==> config.mk <==
export PLATFORM = sky130hd
export DESIGN_NAME = uart_tx_frame
export DESIGN_NICKNAME = d
export VERILOG_FILES = /design/src/rtl/uart_pkg.sv /design/src/rtl/uart_baud_gen.sv /design/src/rtl/uart_tx_frame.sv
export SDC_FILE = /design/constraint.sdc
export NUM_CORES = 1
export LEC_CHECK = 0
export CORE_AREA = 2 2 49 60
export CTS_BUF_LIST = sky130_fd_sc_hd__clkbuf_16
export DETAILED_ROUTE_END_ITERATION = 12
export DIE_AREA = 0 0 51 62
export PLACE_DENSITY = 0.91
export SLEW_MARGIN = 20
export SYNTH_ARGS = -nofsm -noshare
export SYNTH_HDL_FRONTEND = slang
export SYNTH_HIERARCHICAL = 1
export SYNTH_SLANG_ARGS = --single-unit
==> constraint.sdc <==
create_clock -name clk_50M -period 3.6 [get_ports clk_50M]
set_clock_uncertainty 0.05 [all_clocks]
set_input_delay 0.36 -clock clk_50M [delete_from_list [all_inputs] [get_ports clk_50M]]
set_output_delay 0.36 -clock clk_50M [all_outputs]
set_load 0.05 [all_outputs]
==> src/rtl/uart_pkg.sv <==
// Shared UART definitions: frame state encoding, parity modes and the parity helper.
// Used by uart_tx_frame and intended for the matching receiver.
package uart_pkg;

    typedef enum logic [2:0] {
        ST_IDLE,
        ST_START,
        ST_DATA,
        ST_PARITY,
        ST_STOP
    } uart_state_e;

    localparam int PARITY_NONE = 0;
    localparam int PARITY_ODD  = 1;
    localparam int PARITY_EVEN = 2;

    // Data is zero-extended to 9 bits; the extra zeros leave the XOR unchanged.
    function automatic logic parity_bit(input logic [8:0] d, input int mode);
        return (mode == PARITY_ODD) ? ~^d : ^d;
    endfunction

endpackage

==> src/rtl/uart_baud_gen.sv <==
// Per-bit cycle counter. Counts 0..CYCLES_PER_BIT-1 while enabled and strobes
// bit_end on the last cycle of each bit time. clr restarts the bit time.
module uart_baud_gen #(
    parameter int CYCLES_PER_BIT = 434
) (
    input  logic clk_50M,
    input  logic rst_n,
    input  logic en,
    input  logic clr,
    output logic bit_end
);

    localparam int CNT_W = $clog2(CYCLES_PER_BIT);
    localparam logic [CNT_W-1:0] LAST = CNT_W'(CYCLES_PER_BIT - 1);

    logic [CNT_W-1:0] cnt_q;

    // Bit-time counter, wraps on each bit boundary.
    always_ff @(posedge clk_50M or negedge rst_n) begin
        if (!rst_n)
            cnt_q <= '0;
        else if (clr)
            cnt_q <= '0;
        else if (en)
            cnt_q <= (cnt_q == LAST) ? '0 : cnt_q + 1'b1;
    end

    assign bit_end = en && (cnt_q == LAST);

endmodule

==> src/rtl/uart_tx_frame.sv <==
// Parametrised UART transmitter: START, DATA_BITS data (LSB first), optional
// parity, STOP_BITS stop bits; every bit lasts CLK_FREQ/BAUD_RATE clocks.
// Optional feature macro: UART_TX_PARITY_EN (adds the PARITY state; when
// undefined the PARITY parameter is ignored and no parity bit is sent).
module uart_tx_frame
    import uart_pkg::*;
#(
    parameter int CLK_FREQ  = 50_000_000,
    parameter int BAUD_RATE = 115200,
    parameter int DATA_BITS = 8,
    parameter int STOP_BITS = 1,
    parameter int PARITY    = 0
) (
    input  logic                 clk_50M,
    input  logic                 rst_n,
    input  logic [DATA_BITS-1:0] tx_data,
    input  logic                 tx_valid,
    output logic                 tx_ready,
    output logic                 tx,
    output logic                 tx_busy,
    output logic                 tx_done
);

    localparam int CYCLES_PER_BIT = CLK_FREQ / BAUD_RATE;
    localparam logic [3:0] LAST_DATA = 4'(DATA_BITS - 1);
    localparam logic [3:0] LAST_STOP = 4'(STOP_BITS - 1);

    if (CYCLES_PER_BIT < 2) begin : g_bad_cpb
        $error("uart_tx_frame: CLK_FREQ/BAUD_RATE must be at least 2");
    end
    if (DATA_BITS < 5 || DATA_BITS > 9) begin : g_bad_data
        $error("uart_tx_frame: DATA_BITS must be 5..9");
    end
    if (STOP_BITS != 1 && STOP_BITS != 2) begin : g_bad_stop
        $error("uart_tx_frame: STOP_BITS must be 1 or 2");
    end
    if (PARITY < PARITY_NONE || PARITY > PARITY_EVEN) begin : g_bad_par
        $error("uart_tx_frame: PARITY must be 0, 1 or 2");
    end

    uart_state_e          state_q, state_d;
    logic [DATA_BITS-1:0] shreg_q, shreg_d;
    logic [3:0]           idx_q, idx_d;
    logic                 tx_d, done_d;
    logic                 handshake, bit_end;

    assign tx_ready  = (state_q == ST_IDLE);
    assign tx_busy   = ~tx_ready;
    assign handshake = tx_valid && tx_ready;

    uart_baud_gen #(.CYCLES_PER_BIT(CYCLES_PER_BIT)) u_baud (
        .clk_50M (clk_50M),
        .rst_n   (rst_n),
        .en      (state_q != ST_IDLE),
        .clr     (handshake),
        .bit_end (bit_end)
    );

`ifdef UART_TX_PARITY_EN
    localparam bit PAR_ON = (PARITY != PARITY_NONE);
    logic par_q;

    // Parity of the captured word, latched with it.
    always_ff @(posedge clk_50M or negedge rst_n) begin
        if (!rst_n)
            par_q <= 1'b0;
        else if (handshake)
            par_q <= parity_bit(9'(tx_data), PARITY);
    end
`endif

    // State register.
    always_ff @(posedge clk_50M or negedge rst_n) begin
        if (!rst_n)
            state_q <= ST_IDLE;
        else
            state_q <= state_d;
    end

    // Next-state logic: every state advances on a bit boundary.
    always_comb begin
        state_d = state_q;
        case (state_q)
            ST_IDLE:  if (tx_valid) state_d = ST_START;
            ST_START: if (bit_end)  state_d = ST_DATA;
            ST_DATA:  if (bit_end && idx_q == LAST_DATA) begin
`ifdef UART_TX_PARITY_EN
                state_d = PAR_ON ? ST_PARITY : ST_STOP;
`else
                state_d = ST_STOP;
`endif
            end
`ifdef UART_TX_PARITY_EN
            ST_PARITY: if (bit_end) state_d = ST_STOP;
`endif
            ST_STOP:  if (bit_end && idx_q == LAST_STOP) state_d = ST_IDLE;
            default:  state_d = ST_IDLE;
        endcase
    end

    // Output logic: next datapath values and the line level of the next state,
    // so tx changes on the same edge as the state.
    always_comb begin
        shreg_d = shreg_q;
        idx_d   = idx_q;
        done_d  = 1'b0;
        if (handshake) begin
            shreg_d = tx_data;
            idx_d   = '0;
        end else if (bit_end && (state_q == ST_DATA || state_q == ST_STOP)) begin
            idx_d = (state_d != state_q) ? 4'd0 : idx_q + 4'd1;
            if (state_q == ST_DATA)
                shreg_d = shreg_q >> 1;
        end
        if (state_q == ST_STOP && state_d == ST_IDLE)
            done_d = 1'b1;
        case (state_d)
            ST_START:  tx_d = 1'b0;
            ST_DATA:   tx_d = shreg_d[0];
`ifdef UART_TX_PARITY_EN
            ST_PARITY: tx_d = par_q;
`endif
            default:   tx_d = 1'b1;
        endcase
    end

    // Datapath and registered outputs.
    always_ff @(posedge clk_50M or negedge rst_n) begin
        if (!rst_n) begin
            shreg_q <= '0;
            idx_q   <= '0;
            tx      <= 1'b1;
            tx_done <= 1'b0;
        end else begin
            shreg_q <= shreg_d;
            idx_q   <= idx_d;
            tx      <= tx_d;
            tx_done <= done_d;
        end
    end

endmodule

### Yosys cells after proc, flatten, opt, wreduce, memory -nomap -nowiden

Cells that the tools add are included.

| operators by class | value |
|---|---|
| add/subtract/negate cells | 2 |
| $mul | 0 |
| div/mod/pow operators | 0 |
| magnitude comparators | 0 |
| eq/ne operators | 8 |
| shifts and indexed selects | 0 |
| muxes and demuxes | 16 |
| bitwise operators | 1 |
| reductions and logical operators | 15 |

Operator list:

| kind | number |
|---|---|
| 9-bit 2-to-1 mux | 3 |
| 8-bit 2-to-1 mux | 3 |
| 3-bit 2-to-1 mux | 4 |
| 4-bit 2-to-1 mux | 3 |
| 3-bit one-hot mux with 4 select lines | 1 |
| 9-bit by 1-bit adder with 9-bit output (second input constant) | 1 |
| 9-bit equality test (second input constant) | 1 |
| 3-bit by 1-bit equality test with 1-bit output (second input constant) | 2 |
| 3-bit by 2-bit equality test with 1-bit output (second input constant) | 2 |
| 1-bit logical AND | 6 |
| 3-bit logical NOT | 2 |
| 2-bit nonzero test | 3 |
| 4-bit by 1-bit adder with 4-bit output (second input constant) | 1 |
| 4-bit by 3-bit equality test with 1-bit output (second input constant) | 1 |
| 4-bit logical NOT | 1 |
| 3-bit equality test (second input constant) | 1 |
| 3-bit != test | 1 |
| 3-bit nonzero test | 1 |
| 1-bit one-hot mux with 2 select lines | 1 |
| 2-bit AND reduction | 1 |
| 1-bit logical OR | 1 |
| 1-bit 2-to-1 mux | 1 |
| 1-bit NOT | 1 |

| storage, ports and cells | value |
|---|---|
| bits in registers | 26 |
| latch bits | 0 |
| RAM bits | 0 |
| bits in read-only memories | 0 |
| input bits | 11 |
| output and inout port bits | 4 |
| word-level logic and storage cells | 49 |
| memories | 0 |

### Depth between registers and ports, before layout

| depth | value |
|---|---|
| depth in word-level cells | 9 |
| gate-level depth with buffers | 10 |
| mapped depth without buffers | 9 |

### Cells and area by module

The synthesis kept the hierarchy.

Modules (own cells, without submodules):

| module | instances | cells an instance | area an instance (µm²) | sequential area each (µm²) |
|---|---|---|---|---|
| uart_tx_frame | 1 | 88 | 948.4 | 426.7 |
| uart_baud_gen | 1 | 55 | 515.5 | 225.2 |

### Worst setup path after synthesis

No wires, ideal clock.

| timing | value |
|---|---|
| path type | reg-to-reg |
| from | register state_q[1] |
| to | register idx_q[2] |
| setup time | 0.101 ns |
| arrival time | 2.206 ns |
| data required time | 3.449 ns |
| path slack | 1.243 ns |
| cell stages (with the launch flop) | 9 |
| path buffers | 1 |
| period minus slack after synthesis | 2.357 ns |
| cell sequence | dfrtp_1 > buf_6 > or3_2 > inv_1 > nor2_1 > or3_1 > a21oi_1 > o21ai_0 > o311ai_2 |

| between the ends | value |
|---|---|
| cells in the longest elaborated chain, start to end | 9 |
| elaborated cells between the ends (all ways) | 21 |
| those cells by class | 4 x eq/ne; 8 x mux; 9 x reduce/logical |

RTL lines:

| what | RTL line | source |
|---|---|---|
| start, declared | uart_tx_frame.sv:41 | `uart_state_e state_q, state_d;` |
| start signal, assigned | uart_tx_frame.sv:77 | `state_q <= state_d;` |
| 3-bit nonzero test * | uart_tx_frame.sv:54 | `.en (state_q != ST_IDLE),` |
| 1-bit logical AND * | uart_baud_gen.sv:28 | `assign bit_end = en && (cnt_q == LAST);` |
| via bit_end | uart_tx_frame.sv:45 | `logic handshake, bit_end;` |
| 1-bit logical AND, on equally long branches | uart_tx_frame.sv:96, uart_tx_frame.sv:86 |  |
| 3-bit 2-to-1 mux, on equally long branches | uart_tx_frame.sv:96, uart_tx_frame.sv:86 |  |
| 3-bit one-hot mux with 4 select lines | uart_tx_frame.sv:83 | `case (state_q)` |
| 3-bit != test | uart_tx_frame.sv:111 | `idx_d = (state_d != state_q) ? 4'd0 : idx_q + 4'd1;` |
| 4-bit 2-to-1 mux | uart_tx_frame.sv:111 |  |
| 4-bit 2-to-1 mux | uart_tx_frame.sv:110 | `end else if (bit_end && (state_q == ST_DATA \|\| state_q == ST_STOP)) begin` |
| 4-bit 2-to-1 mux | uart_tx_frame.sv:107 | `if (handshake) begin` |
| end signal, assigned | uart_tx_frame.sv:136 | `idx_q <= idx_d;` |
| end, declared | uart_tx_frame.sv:43 | `logic [3:0] idx_q, idx_d;` |

The timed path passes the listed nets; every way through them passes the cells marked *. The select of a mux whose other input is x is not followed.
A chain may end at the register's enable or synchronous reset.

### Worst setup path after layout

| timing | value |
|---|---|
| from | register state_q[1] |
| to | output tx_ready |

| between the ends | value |
|---|---|
| cells in the longest elaborated chain, start to end | 1 |

RTL lines:

| what | RTL line | source |
|---|---|---|
| 3-bit logical NOT | uart_tx_frame.sv:47 | `assign tx_ready = (state_q == ST_IDLE);` |
| end, declared | uart_tx_frame.sv:18 | `output logic tx_ready,` |

No other way between the ends.

==> summary.md <==
| Metric | Value |
|---|---|
| Worst-Skew Late Latency | `0.26 ns` |
| WL final | `about 3200 um` |
| Most frequent cells in the layout | `dfrtp_1 (25), nand2_1 (21), clkdlybuf4s50_1 (13)` |
| Static leakage | `approximately 0.00074 uW` |
| IO buf count | `14` |
| Largest net degree at the start of global routing | `27` |
| Clk sinks | `26` |
| Arrival time of the worst setup path | `2.24 ns` |
| Primary FF master, synth | `dfrtp_1` |
| Synth area leaders | `dfrtp_1 (43%), nand2_1 (5.4%), ha_1 (3.4%), nor4b_4 (3.2%), xnor2_1 (3.0%)` |
| # IOs | `15` |
| Pre-CTS WS | `1.23 ns` |
| Mean routed wirelength per cell | `~17 um` |
| Post-synthesis sequential area ratio | `between 40% and 50%` |
| Initial antenna violation count | `0` |
| Peak Freq | `378 MHz` |
| Met1 usage | `between 20% and 30%` |
| Clk root buf | `clkbuf_16` |
| EDFF count, synth | `0` |
| RR Startpoint | `state_q[0]` |
| Slew headroom | `58.5%` |
| CP max FO | `12` |
| Crit path from | `state_q[1]` |
| # rows | `21` |
| Max clock buf depth | `2` |
| Post-CTS Resized | `0` |
| Final hold violation count | `0` |
| Post-Synthesis Cells | `143` |
| Met3 Track Usage GR | `under 10%` |
| GRT Overall Usage | `a little over a fifth` |
| Crit end category | `output port` |
| Syn Nets | `158` |
| Worst path required time | `roughly 3.2 ns` |
| Final setup violation count | `0` |
| Top cell type by total area after synthesis | `dfrtp_1` |
| Horiz. Die Dim | `51 um` |
| Die area | `3160 sq um` |
| DRT Pass-1 Iters | `4` |
| Max-Cap Viols | `0` |
| Ys async rst share | `100%` |
| Hold/Removal Path Class | `input port to asynchronous set/reset pin` |
| Clk slew on worst S/H paths | `0.06 ns` |
| Core Region | `2650 sq um` |
| CTS H-Tree Depth | `1` |
| Period utilization | `about three quarters` |
| Yosys top cell area share | `42.7%` |
| Drt via density | `6.01` |
| CTS Hold Bufs | `0` |
| Area Overhead vs Synth | `14.9%` |
| RSZ-0062 raised after global routing | `false` |
| Netlist cell types | `46` |
| Power per cell area | `around 470 nW/um^2` |
| CTS buffer count | `3` |
| Dpl hpwl | `2170 um` |
| DR vias | `1147` |
| Post-route setup TNS | `0 ns` |
| Final worst slack | `0.954 ns` |
| # DRC | `0` |
| Synthesized flop and latch total | `26` |
| CP Class | `flop to output port` |
| Synthesized cell area | `between 1000 and 1500 sq um` |
| Number of global-route vias before repair | `between 1000 and 1500` |
| Worst vdd ir | `0.000307 V` |
| Initial core utilization | `a little under three fifths` |
| Initial DRC count | `21` |
| GR Overflow Total | `0` |
| Slew Limit Fails | `0` |
| Die H | `62 um` |
| Mean Syn Cell Area | `10.2 sq um` |
| CTS tree | `yes` |
| Total power | `792 uW` |
| Setup crit start kind | `flop` |
| Most common cell after layout, fill and taps aside | `dfrtp_1` |
| Actual slew at the worst max-slew pin | `0.620 ns` |
| Antenna Nets Post-Route | `0` |
| Layer with the highest usage | `met2` |
| Met2 usage | `37.8%` |
| Status | `finished, final reports clean` |
| Finished Core Util | `a little under two thirds` |
| Warnings, synthesis | `6` |
| Global-route wire length before repair | `4910 um` |
| Antenna cell count | `0` |
| Gpl congestion | `between 0.8 and 0.9` |
| Nets | `173` |
| Post-CTS Setup Inserts | `0` |
| Layout cells sized above 1 | `around 11%` |
| Crit path time final | `2.65 ns` |
[metal layers]
metal / wire length, um / part of all wire, % / vias to the layer above
li1: - / - / 541
met5: 0 / 0 / -
met2: 1670 / 52 / 29
met1: 1370 / 43 / 570
met4: 47 / 1.5 / 0
met3: 104 / 3.3 / 7
[critical path, stage by stage, from the launching register on]
cell	delay, ns
dfrtp_1	0.51
or3_2	0.59
inv_1	0.08
clkdlybuf4s50_1	0.79
[metrics by stage]
stage / hold slack [ns] / instance area, sq um / cells
2_1_floorplan: 0.0144 / 1460 / 143
3_3_place_gp: 0.410 / 1610 / 187
3_5_place_dp: 0.340 / 1600 / 187
4_1_cts: 0.0646 / 1680 / 191
5_1_grt: 0.0839 / 1680 / 191
6_report: 0.0378 / 1680 / 191
[area by class of cell]
| type | count | area [sq um] |
|---|---|---|
| Clock buffer | 3 | 75.1 |
| Clock inverter | 1 | 3.75 |
| Fill cell | 209 | 972 |
| Inverter | 7 | 26.3 |
| Multi-Input combinational cell | 105 | 739 |
| Sequential cell | 26 | 652 |
| Tap cell | 34 | 42.5 |
| Timing Repair Buffer | 15 | 143 |
[cells in the mapped netlist, types with 2 or more instances]
cell type  number
and4bb_2        2
or3_2           2
nand2_1        21
a21oi_1         2
nor3_1          6
nor3b_1         2
inv_1           7
buf_6           3
nand3b_1        3
dfrtp_1        25
nor2_2          2
xnor2_1         5
nand3_1         2
nor4b_4         2
o21a_1          2
nor2_1         10
a22oi_1         5
ha_1            4
o21ai_0         8
mux2i_1         4
[where the power goes]
part	switching, uW	internal, uW	leakage [uW]
Clock	96.1	149	0.0000423
Sequential	54.7	345	0.000319
Combinational	74.8	73.8	0.000378
Total	226	567	0.000739
[registers in the layout (all words and copies together), names as in the netlist]
register / count
u_baud/cnt_q: 9
shreg_q: 8
idx_q: 4
state_q: 3
tx: 1
tx_done: 1
[path summary, 6_finish.rpt]
kind | endpoint | slack [ns] | cells after the start
worst max-delay path | tx_ready | 0.95 | 3
worst min-delay path | tx_done | 0.04 | 1
worst max register to register | idx_q[3] | 1.15 | 7
worst min register to register | shreg_q[6] | 0.44 | 2
max in group asynchronous | tx | 3.07 | 1
min in group clk_50M | shreg_q[6] | 0.44 | 2
[logic make-up after synthesis]
kind of cell	share of synthesized area, %
AOI/OAI and AO/OA	15.2
xor gates and xnor gates	3.59
adders and majority gates	3.42
buffers and inverters	4.96
DFF	44.5
muxes	2.74
and+or+nand+nor	25.6
(Power assumes the default switching activity.)
